[src/rtl/wb_select_hilo_if.sv]
// wb_select_hilo_if: source-select request and registered writeback result bus
//   in_data/sel/in_valid/in_ready : request side (master drives data, sel, valid)
//   out_data/out_err/out_valid/out_ready : result side (master drives ready)
interface wb_select_hilo_if #(
    parameter int WIDTH  = 32,
    parameter int NUM_IN = 4,
    parameter int SEL_W  = 3
);
    logic [NUM_IN*WIDTH-1:0] in_data;
    logic [SEL_W-1:0]        sel;
    logic                    in_valid;
    logic                    in_ready;
    logic [WIDTH-1:0]        out_data;
    logic                    out_valid;
    logic                    out_ready;
    logic                    out_err;
    modport master (
        output in_data, sel, in_valid, out_ready,
        input  in_ready, out_data, out_valid, out_err
    );
    modport slave (
        input  in_data, sel, in_valid, out_ready,
        output in_ready, out_data, out_valid, out_err
    );
endinterface

[src/rtl/wb_select_hilo.sv]
// wb_select_hilo: writeback select among NUM_IN sources or HI/LO, registered behind valid/ready
//   clk, reset_n          : clock, synchronous active-low reset
//   bus (slave)           : request in_data/sel/in_valid/in_ready, result out_data/out_err/out_valid/out_ready
//   md_busy/md_done       : mult/div in flight / one-cycle result pulse loading HI/LO from md_hi/md_lo
//   mthi/mtlo/mt_data     : direct HI/LO writes
//   hi_q/lo_q             : current HI/LO
//   stall_cnt             : saturating count of HI/LO hazard stall cycles
module wb_select_hilo #(
    parameter int WIDTH  = 32,
    parameter int NUM_IN = 4,
    parameter int SEL_W  = 3,
    parameter int CNT_W  = 16
) (
    input  logic                 clk,
    input  logic                 reset_n,
    wb_select_hilo_if.slave      bus,
    input  logic                 md_busy,
    input  logic                 md_done,
    input  logic [WIDTH-1:0]     md_hi,
    input  logic [WIDTH-1:0]     md_lo,
    input  logic                 mthi,
    input  logic                 mtlo,
    input  logic [WIDTH-1:0]     mt_data,
    output logic [WIDTH-1:0]     hi_q,
    output logic [WIDTH-1:0]     lo_q,
    output logic [CNT_W-1:0]     stall_cnt
);
    localparam logic [SEL_W-1:0] SEL_HI = SEL_W'(NUM_IN);
    localparam logic [SEL_W-1:0] SEL_LO = SEL_W'(NUM_IN + 1);
    logic [WIDTH-1:0] hi_next, lo_next, rd_data;
    logic             rd_err, hazard;
    // mult/div result wins over a same-cycle MTHI/MTLO
    assign hi_next = md_done ? md_hi : mthi ? mt_data : hi_q;
    assign lo_next = md_done ? md_lo : mtlo ? mt_data : lo_q;
    // HI/LO reads must wait until an in-flight mult/div delivers; the done cycle itself is bypassed
    assign hazard = bus.in_valid && (bus.sel == SEL_HI || bus.sel == SEL_LO) && md_busy && !md_done;
    assign bus.in_ready = (!bus.out_valid || bus.out_ready) && !hazard;
    always_comb begin
        rd_data = '0;
        rd_err  = 1'b0;
        if (int'(bus.sel) < NUM_IN) rd_data = bus.in_data[WIDTH*int'(bus.sel) +: WIDTH];
        else if (bus.sel == SEL_HI) rd_data = hi_next;
        else if (bus.sel == SEL_LO) rd_data = lo_next;
        else rd_err = 1'b1;
    end
    always_ff @(posedge clk) begin
        if (!reset_n) begin
            bus.out_valid <= 1'b0;
            bus.out_data  <= '0;
            bus.out_err   <= 1'b0;
            hi_q          <= '0;
            lo_q          <= '0;
            stall_cnt     <= '0;
        end else begin
            hi_q <= hi_next;
            lo_q <= lo_next;
            if (hazard && stall_cnt != '1) stall_cnt <= stall_cnt + 1'b1;
            if (bus.in_valid && bus.in_ready) begin
                bus.out_data  <= rd_data;
                bus.out_err   <= rd_err;
                bus.out_valid <= 1'b1;
            end else if (bus.out_ready) begin
                bus.out_valid <= 1'b0;
            end
        end
    end
endmodule
[src/flat_wrapper.sv]
// flat-port wrapper written by rule: the top's interface ports become plain ports
module wb_select_hilo_flat 
#(
    parameter int WIDTH  = 32,
    parameter int NUM_IN = 4,
    parameter int SEL_W  = 3,
    parameter int CNT_W  = 16
)
  (clk, reset_n, md_busy, md_done, md_hi, md_lo, mthi, mtlo, mt_data, hi_q, lo_q, stall_cnt, bus_in_data, bus_sel, bus_in_valid, bus_out_ready, bus_in_ready, bus_out_data, bus_out_valid, bus_out_err);
  wb_select_hilo_if #(.WIDTH(WIDTH), .NUM_IN(NUM_IN), .SEL_W(SEL_W)) bus_i ();
  input  logic clk;
  input  logic reset_n;
  input  logic md_busy;
  input  logic md_done;
  input  logic [WIDTH-1:0] md_hi;
  input  logic [WIDTH-1:0] md_lo;
  input  logic mthi;
  input  logic mtlo;
  input  logic [WIDTH-1:0] mt_data;
  output logic [WIDTH-1:0] hi_q;
  output logic [WIDTH-1:0] lo_q;
  output logic [CNT_W-1:0] stall_cnt;
  input wire logic [$bits(bus_i.in_data)-1:0] bus_in_data;
  input wire logic [$bits(bus_i.sel)-1:0] bus_sel;
  input wire logic [$bits(bus_i.in_valid)-1:0] bus_in_valid;
  input wire logic [$bits(bus_i.out_ready)-1:0] bus_out_ready;
  output wire logic [$bits(bus_i.in_ready)-1:0] bus_in_ready;
  output wire logic [$bits(bus_i.out_data)-1:0] bus_out_data;
  output wire logic [$bits(bus_i.out_valid)-1:0] bus_out_valid;
  output wire logic [$bits(bus_i.out_err)-1:0] bus_out_err;
  assign bus_i.in_data = bus_in_data;
  assign bus_i.sel = bus_sel;
  assign bus_i.in_valid = bus_in_valid;
  assign bus_i.out_ready = bus_out_ready;
  assign bus_in_ready = bus_i.in_ready;
  assign bus_out_data = bus_i.out_data;
  assign bus_out_valid = bus_i.out_valid;
  assign bus_out_err = bus_i.out_err;
  wb_select_hilo #(.WIDTH(WIDTH), .NUM_IN(NUM_IN), .SEL_W(SEL_W), .CNT_W(CNT_W)) u_core (.clk(clk), .reset_n(reset_n), .bus(bus_i), .md_busy(md_busy), .md_done(md_done), .md_hi(md_hi), .md_lo(md_lo), .mthi(mthi), .mtlo(mtlo), .mt_data(mt_data), .hi_q(hi_q), .lo_q(lo_q), .stall_cnt(stall_cnt));
endmodule
[config.mk]
export PLATFORM = sky130hd
export DESIGN_NAME = wb_select_hilo_flat
export DESIGN_NICKNAME = d
export VERILOG_FILES = /design/src/rtl/wb_select_hilo_if.sv /design/src/rtl/wb_select_hilo.sv /design/src/flat_wrapper.sv
export SDC_FILE = /design/constraint.sdc
export NUM_CORES = 1
export LEC_CHECK = 0
export BUFFER_PORTS_ARGS = -buffer_cell sky130_fd_sc_hd__buf_2
export CAP_MARGIN = 20
export CORE_AREA = 2 2 135 137
export DETAILED_ROUTE_END_ITERATION = 12
export DIE_AREA = 0 0 137 139
export PLACE_DENSITY = 0.75
export SYNTH_ARGS = -nofsm -noshare
export SYNTH_HDL_FRONTEND = slang
export SYNTH_SLANG_ARGS = --single-unit
[constraint.sdc]
create_clock -name clk -period 2.2 [get_ports clk]
set_clock_uncertainty 0.1 [all_clocks]
set_input_delay 0.44 -clock clk [delete_from_list [all_inputs] [get_ports clk]]
set_output_delay 0.44 -clock clk [all_outputs]
set_load 0.005 [all_outputs]
# --- Yosys cells after proc, flatten, opt, wreduce, memory -nomap -nowiden ---
# Index checks and enable logic that the tools add are counted.
word_totals:
  register_bits: 114
  in_bits: 235
  output_inout_bits: 115
  word_cells: 36
classes:
  addsub: 1
  magnitude_cmp: 1
  eq_ne: 3
  shift: 1
  muxes: 12
  reduce_logical: 12
op_table:
  columns: ["op", "n"]
  rows:
  - ["32-bit two-way mux", 7]
  - ["128-bit by 9-bit indexed part select with 32-bit output", 1]
  - ["16-bit by 1-bit adder with 16-bit output (second input constant)", 1]
  - ["16-bit != test (second input constant)", 1]
  - ["3-bit equality test (second input constant)", 2]
  - ["1-bit logical AND", 6]
  - ["1-bit two-way mux", 5]
  - ["1-bit zero test", 3]
  - ["3-bit < comparator (second input constant)", 1]
  - ["1-bit logical OR", 2]
  - ["2-bit nonzero test", 1]

# --- Longest topological paths before layout ---
# Gate-level depths: netlist (run 1).
logic_depth:
  depth_word: 9
  mapped_depth: 6

# --- Worst setup path after synthesis (run 1) ---
# Ideal clock, no wire load.
synth_timing:
  path_kind: "input -> register"
  from: "input port mtlo"
  to: "register u_core.bus.out_data[2]"
  t_arrival_ns: 1.899
  required_time_ns: 1.968
  setup_slack_ns: 0.070
  stages: 6
  path_cell_list: "clkbuf_1 buf_1 mux2_2 mux2_2 a221oi_1 nor3_1"
synth_via:
  elab_chain_cells: 5
synth_lines:
  columns: ["item", "line_no", "source"]
  rows:
  - ["from (decl)", "flat_wrapper.sv:18", "input logic mtlo;"]
  - ["32-bit two-way mux (2 in series)", "wb_select_hilo.sv:34", "assign lo_next = md_done ? md_lo : mtlo ? mt_data : lo_q;"]
  - ["32-bit two-way mux", "wb_select_hilo.sv:43", "else if (bus.sel == SEL_LO) rd_data = lo_next;"]
  - ["32-bit two-way mux", "wb_select_hilo.sv:42", "else if (bus.sel == SEL_HI) rd_data = hi_next;"]
  - ["32-bit two-way mux", "wb_select_hilo.sv:41", "if (int'(bus.sel) < NUM_IN) rd_data = bus.in_data[WIDTH*int'(bus.sel) +: WIDTH];"]
  - ["to (signal assigned)", "wb_select_hilo.sv:59", "bus.out_data <= rd_data;"]
  - ["to (decl)", "wb_select_hilo_if.sv:23", "output in_ready, out_data, out_valid, out_err"]
# Every way passes these cells.
# A chain may end at the register's enable or synchronous reset.

# --- Worst setup path in the final report (run 1) ---
layout_timing:
  from: "register u_core.stall_cnt[0]"
  to: "register u_core.stall_cnt[14]"
layout_via:
  elab_chain_cells: 2
  word_cells_on_any_way: 3
layout_lines:
  columns: ["item", "line_no", "source"]
  rows:
  - ["from (decl)", "wb_select_hilo.sv:26", "output logic [CNT_W-1:0] stall_cnt"]
  - ["from (signal assigned)", "wb_select_hilo.sv:57", "if (hazard && stall_cnt != '1) stall_cnt <= stall_cnt + 1'b1;"]
  - ["branches (longest 2 deep; another with 16-bit by 1-bit adder with 16-bit output)", null, null]
# Parallel ways; which one is timed is not known.

==> flow_metrics.env, run 1 <==
export IMPL_cts_made_buffers=17
export IMPL_seq_area_mm2=0.00228
export IMPL_clock_latency_ns=0.41
export IMPL_n_fill_cell=1615
export IMPL_dp_slack_ns=0.0881
export IMPL_die_area_mm2=0.0190
export IMPL_hold_path_class="in2reg"
export IMPL_grt_pass1_wl_um=33600
export IMPL_synthCells=584
export IMPL_core_region_area_mm2=0.0177
export IMPL_async_flop_share_pct=0
export IMPL_final_hold_violation_count=0
export IMPL_syn_area_mm2=0.00632
export IMPL_relSlewSlack_pct=37.6
export IMPL_synth_top_area_share_pct=36.1
export IMPL_num_io_pins=350
export IMPL_drive_gt1_share_pct=60.6
export IMPL_htreeDepth=4
export IMPL_firstDrtPassIters=5
export IMPL_antenna_found_initial=2
export IMPL_crit_chain="ha_1 -> nand2_1 -> or4b_4 -> or4_1 -> a21oi_1"
export IMPL_endpoint_kind="flop"
export IMPL_syn_area_per_cell_um2=10.8
export IMPL_die_y_um=139
export IMPL_grt_pass1_vias=6312
export IMPL_rsz0062_at_grt="false"
export IMPL_setup_viol=0
export IMPL_maxCapViolations=0
export IMPL_setup_tns_ns=0
export IMPL_whs_ns=0.236
export IMPL_required_ns=2.44
export IMPL_clk_pin_slew_ns=0.06
export IMPL_seq_area_frac_synth_pct=36.1
export IMPL_post_route_period_util_pct=90.2
export IMPL_numPortBuffers=349
export IMPL_slowest_delay_ns=0.52
export IMPL_viasPerCell=5.47
export IMPL_drt_iter0_drc=252
export IMPL_max_vdd_ir_drop_mv=0.506
export IMPL_rows=49
export IMPL_yosysTopAreaCell="dfxtp_1"
export IMPL_multi_input_area_mm2=0.00383
export IMPL_status="finished clean"
export IMPL_dp_hpwl_um=17600
export IMPL_p_leak_nw=4.16
export IMPL_ys_ff_latch=114
export IMPL_postCtsSetupRepairBufs=0
export IMPL_cp_max_fo=6
export IMPL_rr_startpoint="u_core.stall_cnt[0]$_SDFFE_PN0P_"
export IMPL_syn2layout_area_growth_pct=44.7
export IMPL_worst_setup_path_start_kind="flop"
export IMPL_min_from="bus_sel[2]"
export IMPL_synth_edf_count=0
export IMPL_worstPathArrival_ns=2.22
export IMPL_synth_most_common_cell="mux2_2"
export IMPL_finalMaxSlewViolations=0
export IMPL_synth_ff_type="dfxtp_1"
export IMPL_synth_cell_types=39
export IMPL_ant_nets=0
export IMPL_fin_nets=1170
export IMPL_fin_ws_ns=0.215
export IMPL_critPathKind="reg2reg"
export IMPL_fin_crit_ns=1.98
export IMPL_drc=0
export IMPL_cts_resized=0
export IMPL_worstMarginPinSlew_ns=0.934
export IMPL_slowest_stage="or4b_4"
export IMPL_power_density_mw_per_mm2=703
export IMPL_hold_buffers=0
export IMPL_cts_root_buffer="clkbuf_16"
export IMPL_routed_wl_um=22700
export IMPL_start_util_pct=35.8
export IMPL_fmax_ghz=0.504
export IMPL_synthTopCellsByCount="mux2_2, dfxtp_1, and2_1"
export IMPL_grt_max_degree=45
export IMPL_syn_nets=820
export IMPL_die_width_um=137
export IMPL_wire_per_inst_um=19.3
export IMPL_cts_sinks=114
export IMPL_ys_top_cells_by_area="dfxtp_1, mux2_2, mux4_2"
export IMPL_grt_total_usage_pct=23.0
export IMPL_place_gp_congestion=0.845
export IMPL_clk_path_buf_depth=2
export IMPL_grt_overflow=0
export IMPL_route_vias_total=6436
export IMPL_cts_tree="yes"
export IMPL_crit_start="u_core.stall_cnt[0]$_SDFFE_PN0P_"
export IMPL_ys_warn_count=0
state kept, by name, indices dropped and copies added, names as in the netlist:
| register | count |
|---|---|
| u_core.bus.out_err | 1 |
| u_core.bus.out_valid | 1 |
| u_core.bus.out_data | 32 |
| u_core.hi_q | 32 |
| u_core.lo_q | 32 |
| u_core.stall_cnt | 16 |
cells by family after synthesis:
| logic type | Yosys count | share of synthesized area [%] |
|---|---|---|
| AO/OA/AOI/OAI | 95 | 10.6 |
| adder cells (fa/ha/maj) | 1 | 0.198 |
| multiplexers | 161 | 34.4 |
| buffers and inverters | 58 | 3.64 |
| AND/OR/NAND/NOR | 155 | 15.1 |
| flip-flops | 114 | 36.1 |
final timing paths:
path / endpoint / slack [ns] / cells after the start
worst min-delay path: u_core.bus.out_err$_SDFFE_PN0P_ / 0.24 / 3
worst max register to register: u_core.stall_cnt[14]$_SDFFE_PN0P_ / 0.22 / 5
worst min register to register: u_core.bus.out_err$_SDFFE_PN0P_ / 0.37 / 2
worst max-delay path: u_core.stall_cnt[14]$_SDFFE_PN0P_ / 0.22 / 5
area by class of cell:
| type | count | area share [%] |
|---|---|---|
| multi-input cells | 412 | 41.9 |
| flip-flops and latches | 114 | 24.9 |
| repair buffers | 384 | 22.9 |
| clock buffers | 22 | 5.18 |
| well taps | 229 | 3.13 |
| clock inverters | 9 | 1.68 |
| inverters | 5 | 0.205 |
| diodes | 2 | 0.0547 |
routing by layer:
layer	wire length (µm)	part of all wire, %	GRT usage [%]	vias to the layer above
li1	-	-	-	2975
met1	8910	39	27.3	3089
met2	11300	50	39.1	318
met3	1820	8.0	6.51	54
met4	703	3.1	8.57	0
met5	0	0	0	-
worst max-delay path, delay by kind of cell (launching register included):
kind / cells / cell delay, ns
AOI/OAI and AO/OA: 1 / 0.14
DFF: 1 / 0.44
and+or+nand+nor: 3 / 1.02
adders and majority gates: 1 / 0.22
power breakdown:
part           total (mW)  switching (mW)  internal (mW)
sequential           2.29          0.0807           2.21
combinational        1.20           0.527          0.677
clock                2.94           0.964           1.98
through the flow:
| stage | power, mW | util, % | std cells | area [µm²] |
|---|---|---|---|---|
| final | 6.43 | 51.8 | 1177 | 9150 |
| after global routing | 6.70 | 51.8 | 1176 | 9150 |
| after CTS | 6.50 | 51.8 | 1175 | 9140 |
| after detailed placement | 3.54 | 48.2 | 1144 | 8520 |
| after global placement | 3.51 | 48.2 | 1144 | 8520 |
| after floorplan | 2.96 | - | 584 | 6320 |
cells in the final DEF (no fill, tap or decap), types with 16 or more instances in the layout:
| cell type | count |
|---|---|
| a21oi_1 | 16 |
| a221oi_1 | 32 |
| and2_1 | 65 |
| buf_2 | 349 |
| buf_4 | 28 |
| clkbuf_16 | 17 |
| dfxtp_1 | 114 |
| mux2_2 | 117 |
| mux4_2 | 32 |
| nor3_1 | 32 |
| o22ai_1 | 32 |
Note: power is estimated with default switching activity, not from simulation.
==> inputs of run 2 (changes only) <==
--- a/config.mk
+++ b/config.mk
@@ -7,10 +7,10 @@
 export LEC_CHECK = 0
 export BUFFER_PORTS_ARGS = -buffer_cell sky130_fd_sc_hd__buf_2
 export CAP_MARGIN = 20
-export CORE_AREA = 2 2 135 137
+export CORE_AREA = 2 2 137 139
 export DETAILED_ROUTE_END_ITERATION = 12
-export DIE_AREA = 0 0 137 139
-export PLACE_DENSITY = 0.75
+export DIE_AREA = 0 0 139 141
+export PLACE_DENSITY = 0.73
 export SYNTH_ARGS = -nofsm -noshare
 export SYNTH_HDL_FRONTEND = slang
 export SYNTH_SLANG_ARGS = --single-unit
==> run 2 against run 1 <==
Compared with the run above:
- combinational power about the same
- sequential power about the same
- worst setup slack got worse by 0.0039 ns
- global-route usage decreased by 0.68 points
- critical path type unchanged
==> flow_metrics.env, run 2 (synthesized netlist as in run 1, its figures left out) <==
export IMPL_final_cell_mix="buf_2, mux2_2, dfxtp_1, and2_1"
export IMPL_final_hold_violation_count=0
export IMPL_grt_total_usage_pct=22.3
export IMPL_fin_nets=1167
export IMPL_critPathKind="reg2reg"
export IMPL_route_vias_total=6201
export IMPL_fmax_ghz=0.503
export IMPL_rows=50
export IMPL_core_region_area_mm2=0.0183
export IMPL_r2r_slack_ns=0.21
export IMPL_cp_max_fo=7
export IMPL_cts_resized=0
export IMPL_postCtsSetupRepairBufs=0
export IMPL_power_mw=6.42
export IMPL_clk_path_buf_depth=2
export IMPL_dp_hpwl_um=17500
export IMPL_grt_pass1_wl_um=34100
export IMPL_worstPathArrival_ns=2.18
export IMPL_die_width_um=139
export IMPL_power_density_mw_per_mm2=703
export IMPL_hold_buffers=0
export IMPL_cts_root_buffer="clkbuf_16"
export IMPL_htreeDepth=4
export IMPL_crit_reg2reg_capture="u_core.stall_cnt[13]$_SDFFE_PN0P_"
export IMPL_final_common_cell="buf_2"
export IMPL_num_io_pins=350
export IMPL_worstMarginPinSlew_ns=0.990
export IMPL_final_area_mm2=0.00913
export IMPL_place_gp_congestion=0.846
export IMPL_wire_per_inst_um=19.4
export IMPL_antenna_found_initial=0
export IMPL_num_antenna_cells=0
export IMPL_syn2layout_area_growth_pct=44.4
export IMPL_grt_overflow=0
export IMPL_fin_crit_ns=1.99
export IMPL_die_y_um=141
export IMPL_cts_made_buffers=17
export IMPL_grt_pass1_vias=6053
export IMPL_post_route_util_pct=50.0
export IMPL_hold_path_class="in2reg"
export IMPL_setup_tns_ns=0
export IMPL_placed_cell_area_mm2=0.00850
export IMPL_relSlewSlack_pct=33.9
export IMPL_max_vdd_ir_drop_mv=0.534
export IMPL_cts_tree="yes"
export IMPL_rr_startpoint="u_core.stall_cnt[7]$_SDFFE_PN0P_"
export IMPL_start_util_pct=34.6
export IMPL_maxCapViolations=0
export IMPL_required_ns=2.39
export IMPL_routed_wl_um=22900
export IMPL_viasPerCell=5.27
export IMPL_drt_iter0_drc=227
export IMPL_setup_viol=0
export IMPL_hold_depth=3
export IMPL_clock_latency_ns=0.41
export IMPL_rsz0062_at_grt="false"
export IMPL_p_leak_nw=4.15
export IMPL_clk_pin_slew_ns=0.05
export IMPL_grt_max_degree=39
export IMPL_drc=0
export IMPL_drive_gt1_share_pct=60.4
export IMPL_numPortBuffers=349
export IMPL_worst_setup_path_start_kind="flop"
export IMPL_ant_nets=0
export IMPL_die_area_mm2=0.0196
export IMPL_reg_top3="u_core.bus.out_data: 32 flops, u_core.hi_q: 32 flops, u_core.lo_q: 32 flops"
export IMPL_firstDrtPassIters=5
export IMPL_cts_sinks=114
export IMPL_status="finished clean"
export IMPL_finalMaxSlewViolations=0
export IMPL_min_from="bus_sel[2]"
export IMPL_worstHoldEndpoint="u_core.bus.out_err$_SDFFE_PN0P_"
export IMPL_r2r_cells=4
export IMPL_post_route_period_util_pct=90.4
export IMPL_endpoint_kind="flop"
## run 2: cell types whose count changed in the layout (fill, tap and decap cells not counted), sizes merged
cell and change:
diode -2, buf -3
## run 2: power breakdown
| part | switching, mW | internal (mW) |
|---|---|---|
| registers | 0.0739 | 2.21 |
| clock network | 0.949 | 1.98 |
| logic | 0.536 | 0.675 |
| total | 1.56 | 4.86 |
## run 2: critical path: stages (launching register included)
cell,delay [ns]
dfxtp_1,0.45
nand4_2,0.20
or4_4,0.52
or4b_1,0.47
o211a_1,0.13
## run 2: worst max-delay path by stage
stage                                     start                              endpoint  slack [ns]
2_1_floorplan                              mtlo   u_core.bus.out_data[2]$_SDFFE_PN0P_        0.07
3_3_place_gp                         bus_sel[1]  u_core.bus.out_data[30]$_SDFFE_PN0P_       -0.02
3_5_place_dp                         bus_sel[1]  u_core.bus.out_data[30]$_SDFFE_PN0P_       -0.02
4_1_cts        u_core.stall_cnt[7]$_SDFFE_PN0P_     u_core.stall_cnt[13]$_SDFFE_PN0P_        0.20
5_1_grt        u_core.stall_cnt[7]$_SDFFE_PN0P_     u_core.stall_cnt[13]$_SDFFE_PN0P_         0.1
6_report       u_core.stall_cnt[7]$_SDFFE_PN0P_     u_core.stall_cnt[13]$_SDFFE_PN0P_        0.21
## run 2: cell type report
| cell class | count | area (µm²) |
|---|---|---|
| Clock buffer | 22 | 474 |
| Clock inverter | 9 | 154 |
| Fill cell | 1717 | 9140 |
| Inverter | 5 | 18.8 |
| Multi-Input combinational cell | 412 | 3830 |
| Sequential cell | 114 | 2280 |
| Tap cell | 234 | 293 |
| Timing Repair Buffer | 381 | 2080 |
## run 2: through the flow
stage               hold WS, ns  worst slack (ns)  cells
floorplan                 0.362            0.0696    584
CTS                       0.223             0.205   1177
global placement          0.356           -0.0194   1146
global route              0.235            0.0954   1177
detailed placement        0.360           -0.0185   1146
finish                    0.246             0.211   1177
## run 2: layer usage
layer  track usage (%)  up-vias  share of wire, %
met2              37.9      255                49
met4              6.17        0               1.4
met1              28.3     2965                43
met5                 0        -                 0
li1                  -     2955                 -
met3              5.71       26               6.6
==> inputs of run 3 (changes only) <==
--- a/config.mk
+++ b/config.mk
@@ -5,12 +5,13 @@
 export SDC_FILE = /design/constraint.sdc
 export NUM_CORES = 1
 export LEC_CHECK = 0
+export ABC_AREA = 1
 export BUFFER_PORTS_ARGS = -buffer_cell sky130_fd_sc_hd__buf_2
 export CAP_MARGIN = 20
-export CORE_AREA = 2 2 137 139
+export CORE_ASPECT_RATIO = 0.7
+export CORE_UTILIZATION = 40
 export DETAILED_ROUTE_END_ITERATION = 12
-export DIE_AREA = 0 0 139 141
-export PLACE_DENSITY = 0.73
+export PLACE_DENSITY = 0.79
 export SYNTH_ARGS = -nofsm -noshare
 export SYNTH_HDL_FRONTEND = slang
 export SYNTH_SLANG_ARGS = --single-unit
==> run 3 against run 2 <==
Compared with the run above:
- sequential cell count unchanged
- maximum frequency is 0.70% lower
- highest routed layer is now met5
- sequential share of layout area shrank 1.2 points
- critical path depth rose by 3
- hold slack got worse by 0.019 ns
- cell count increased by 48%
- die area is 8.0% lower
==> flow_metrics.env, run 3 <==
export IMPL_num_io_pins=350
export IMPL_grt_total_usage_pct=29.7
export IMPL_postCtsSetupRepairBufs=0
export IMPL_ys_top_cells_by_area="dfxtp_1, nand2_1, nand3_1"
export IMPL_post_route_period_util_pct=91.0
export IMPL_maxCapViolations=0
export IMPL_critPathKind="reg2reg"
export IMPL_drt_iter0_drc=868
export IMPL_post_route_util_pct=55.9
export IMPL_required_ns=2.44
export IMPL_syn_area_mm2=0.00700
export IMPL_final_cell_mix="buf_2, nand2_1, nand3_1, nor2_1, dfxtp_1"
export IMPL_clock_latency_ns=0.41
export IMPL_cts_made_buffers=17
export IMPL_hold_path_class="in2reg"
export IMPL_synth_edf_count=0
export IMPL_placed_cell_area_mm2=0.00894
export IMPL_dp_hpwl_um=20000
export IMPL_synth_ff_type="dfxtp_1"
export IMPL_yosys_area_share_simple_pct=53.9
export IMPL_final_common_cell="buf_2"
export IMPL_numPortBuffers=349
export IMPL_worstPathArrival_ns=2.24
export IMPL_switching_share_pct=28.8
export IMPL_internal_power_mw=4.63
export IMPL_ant_nets=0
export IMPL_grt_max_degree=68
export IMPL_cts_resized=0
export IMPL_cts_sinks=114
export IMPL_reg_top3="u_core.bus.out_data: 32 flops, u_core.hi_q: 32 flops, u_core.lo_q: 32 flops"
export IMPL_core_region_area_mm2=0.0171
export IMPL_power_switching_mw=1.87
export IMPL_synthCells=1179
export IMPL_dp_cells=1705
export IMPL_synth_top_area_share_pct=32.6
export IMPL_syn_nets=1415
export IMPL_clk_path_buf_depth=2
export IMPL_synth_xor_area_share_pct=0.876
export IMPL_muxShareOfSynthArea_pct=0
export IMPL_grt_pass1_wl_um=41800
export IMPL_grt_overflow=0
export IMPL_setup_tns_ns=0
export IMPL_power_density_mw_per_mm2=680
export IMPL_drc=0
export IMPL_endpoint_kind="flop"
export IMPL_clk_pin_slew_ns=0.06
export IMPL_fin_crit_ns=2.00
export IMPL_yosysTopAreaCell="dfxtp_1"
export IMPL_p_clk_share_pct=45.9
export IMPL_async_flop_share_pct=0
export IMPL_ys_warn_count=0
export IMPL_rsz0062_at_grt="false"
export IMPL_die_area_mm2=0.0180
export IMPL_synth_top_family_by_area="simple AND/OR/NAND/NOR gates"
export IMPL_fin_cells=1739
export IMPL_p_seq_share_pct=35.0
export IMPL_seq_area_frac_synth_pct=32.6
export IMPL_syn_area_per_cell_um2=5.94
export IMPL_wire_per_inst_um=15.7
export IMPL_whs_ns=0.227
export IMPL_viasPerCell=5.20
export IMPL_start_util_pct=40.9
export IMPL_final_area_mm2=0.00957
export IMPL_fmax_ghz=0.499
export IMPL_antenna_found_initial=4
export IMPL_drive_gt1_share_pct=32.0
export IMPL_relSlewSlack_pct=65.9
export IMPL_die_y_um=113
export IMPL_hold_buffers=0
export IMPL_cp_max_fo=12
export IMPL_synth_cell_types=24
export IMPL_synth_most_common_cell="nand2_1"
export IMPL_syn2layout_area_growth_pct=36.8
export IMPL_synthTopCellsByCount="nand2_1, nand3_1, nor2_1"
export IMPL_p_leak_nw=4.85
export IMPL_finalMaxSlewViolations=0
export IMPL_ys_ff_latch=114
export IMPL_fin_nets=1729
export IMPL_rows=40
export IMPL_setup_viol=0
export IMPL_status="finished clean"
export IMPL_cts_root_buffer="clkbuf_16"
export IMPL_route_vias_total=9036
export IMPL_max_vdd_ir_drop_mv=0.401
export IMPL_final_hold_violation_count=0
export IMPL_htreeDepth=4
export IMPL_worst_setup_path_start_kind="flop"
export IMPL_synth_fa_ha_area_share_pct=0.179
export IMPL_grt_pass1_vias=8014
export IMPL_worstMarginPinSlew_ns=0.512
export IMPL_place_gp_congestion=1.01
export IMPL_die_width_um=160
export IMPL_synth_compound_area_share_pct=5.95
export IMPL_n_fill_cell=1769
export IMPL_cts_tree="yes"
export IMPL_firstDrtPassIters=5
export IMPL_routed_wl_um=27300
export IMPL_comb_power_share_pct=19.1
-- run 3: cell types whose count changed after synthesis, moves of 30 or more --
cell and change:
nor3_1 -32, or2_2 +64, o22ai_1 -32, a21oi_1 +31, o21ai_0 +30, nand2_1 +338, nor2_1 +214, mux2_2 -117
a221oi_1 -32, mux4_2 -32, nand3_1 +231, and2_1 -65
-- run 3: per-stage QoR --
step	power [mW]	worst slack, ns
2_1_floorplan	2.98	0.530
3_3_place_gp	3.55	0.257
3_5_place_dp	3.56	0.222
4_1_cts	6.54	0.201
5_1_grt	6.81	0.00264
6_report	6.51	0.197
-- run 3: worst paths after layout --
path | from | end | slack [ns] | depth (start not counted)
hold reg to reg | u_core.bus.out_data[29]$_SDFFE_PN0P_ | u_core.bus.out_data[29]$_SDFFE_PN0P_ | 0.36 | 2
setup reg to reg | u_core.stall_cnt[1]$_SDFFE_PN0P_ | u_core.stall_cnt[1]$_SDFFE_PN0P_ | 0.20 | 7
setup / recovery | u_core.stall_cnt[1]$_SDFFE_PN0P_ | u_core.stall_cnt[1]$_SDFFE_PN0P_ | 0.20 | 7
hold / removal | reset_n | u_core.stall_cnt[15]$_SDFFE_PN0P_ | 0.23 | 3
-- run 3: critical path, stage by stage (launching register included) --
cell     delay [ns]
dfxtp_1        0.43
ha_1           0.29
nand2_1        0.11
nor2_2         0.13
nand2_1        0.12
o21ai_2        0.46
o21ai_0        0.17
nor2_1         0.12
-- run 3: final cells by class --
cell class,count,area [µm²],share of cell area (%)
Antenna cell,2,5.00,0.0523
Clock buffer,17,425,4.44
Clock inverter,15,206,2.16
Inverter,20,77.6,0.810
Multi-Input combinational cell,964,4260,44.5
Sequential cell,114,2280,23.8
Tap cell,231,289,3.02
Timing Repair Buffer,376,2020,21.1
-- run 3: kinds of logic after synthesis --
group	after synthesis
adder cells (fa/ha/maj)	1
AND/OR/NAND/NOR	874
AO/OA/AOI/OAI	82
flip-flops	114
buffers and inverters	101
XOR/XNOR	7
-- run 3: power by group through the flow --
stage               combinational [mW]  sequential [mW]  clock [mW]
floorplan                        0.661             2.32           0
global placement                  1.23             2.31           0
detailed placement                1.24             2.32           0
CTS                               1.25             2.27        3.01
global route                      1.38             2.29        3.14
finish                            1.25             2.28        2.98
-- run 3: metal layers --
metal / vias to the layer above / track usage, % / wire (µm) / part of all wire (%)
li1: 4435 / - / - / -
met1: 4044 / 34.9 / 10600 / 39
met4: 4 / 12.3 / 943 / 3.5
met3: 65 / 6.69 / 2360 / 8.6
met5: - / 0 / 25 / 0.092
met2: 488 / 52.3 / 13300 / 49
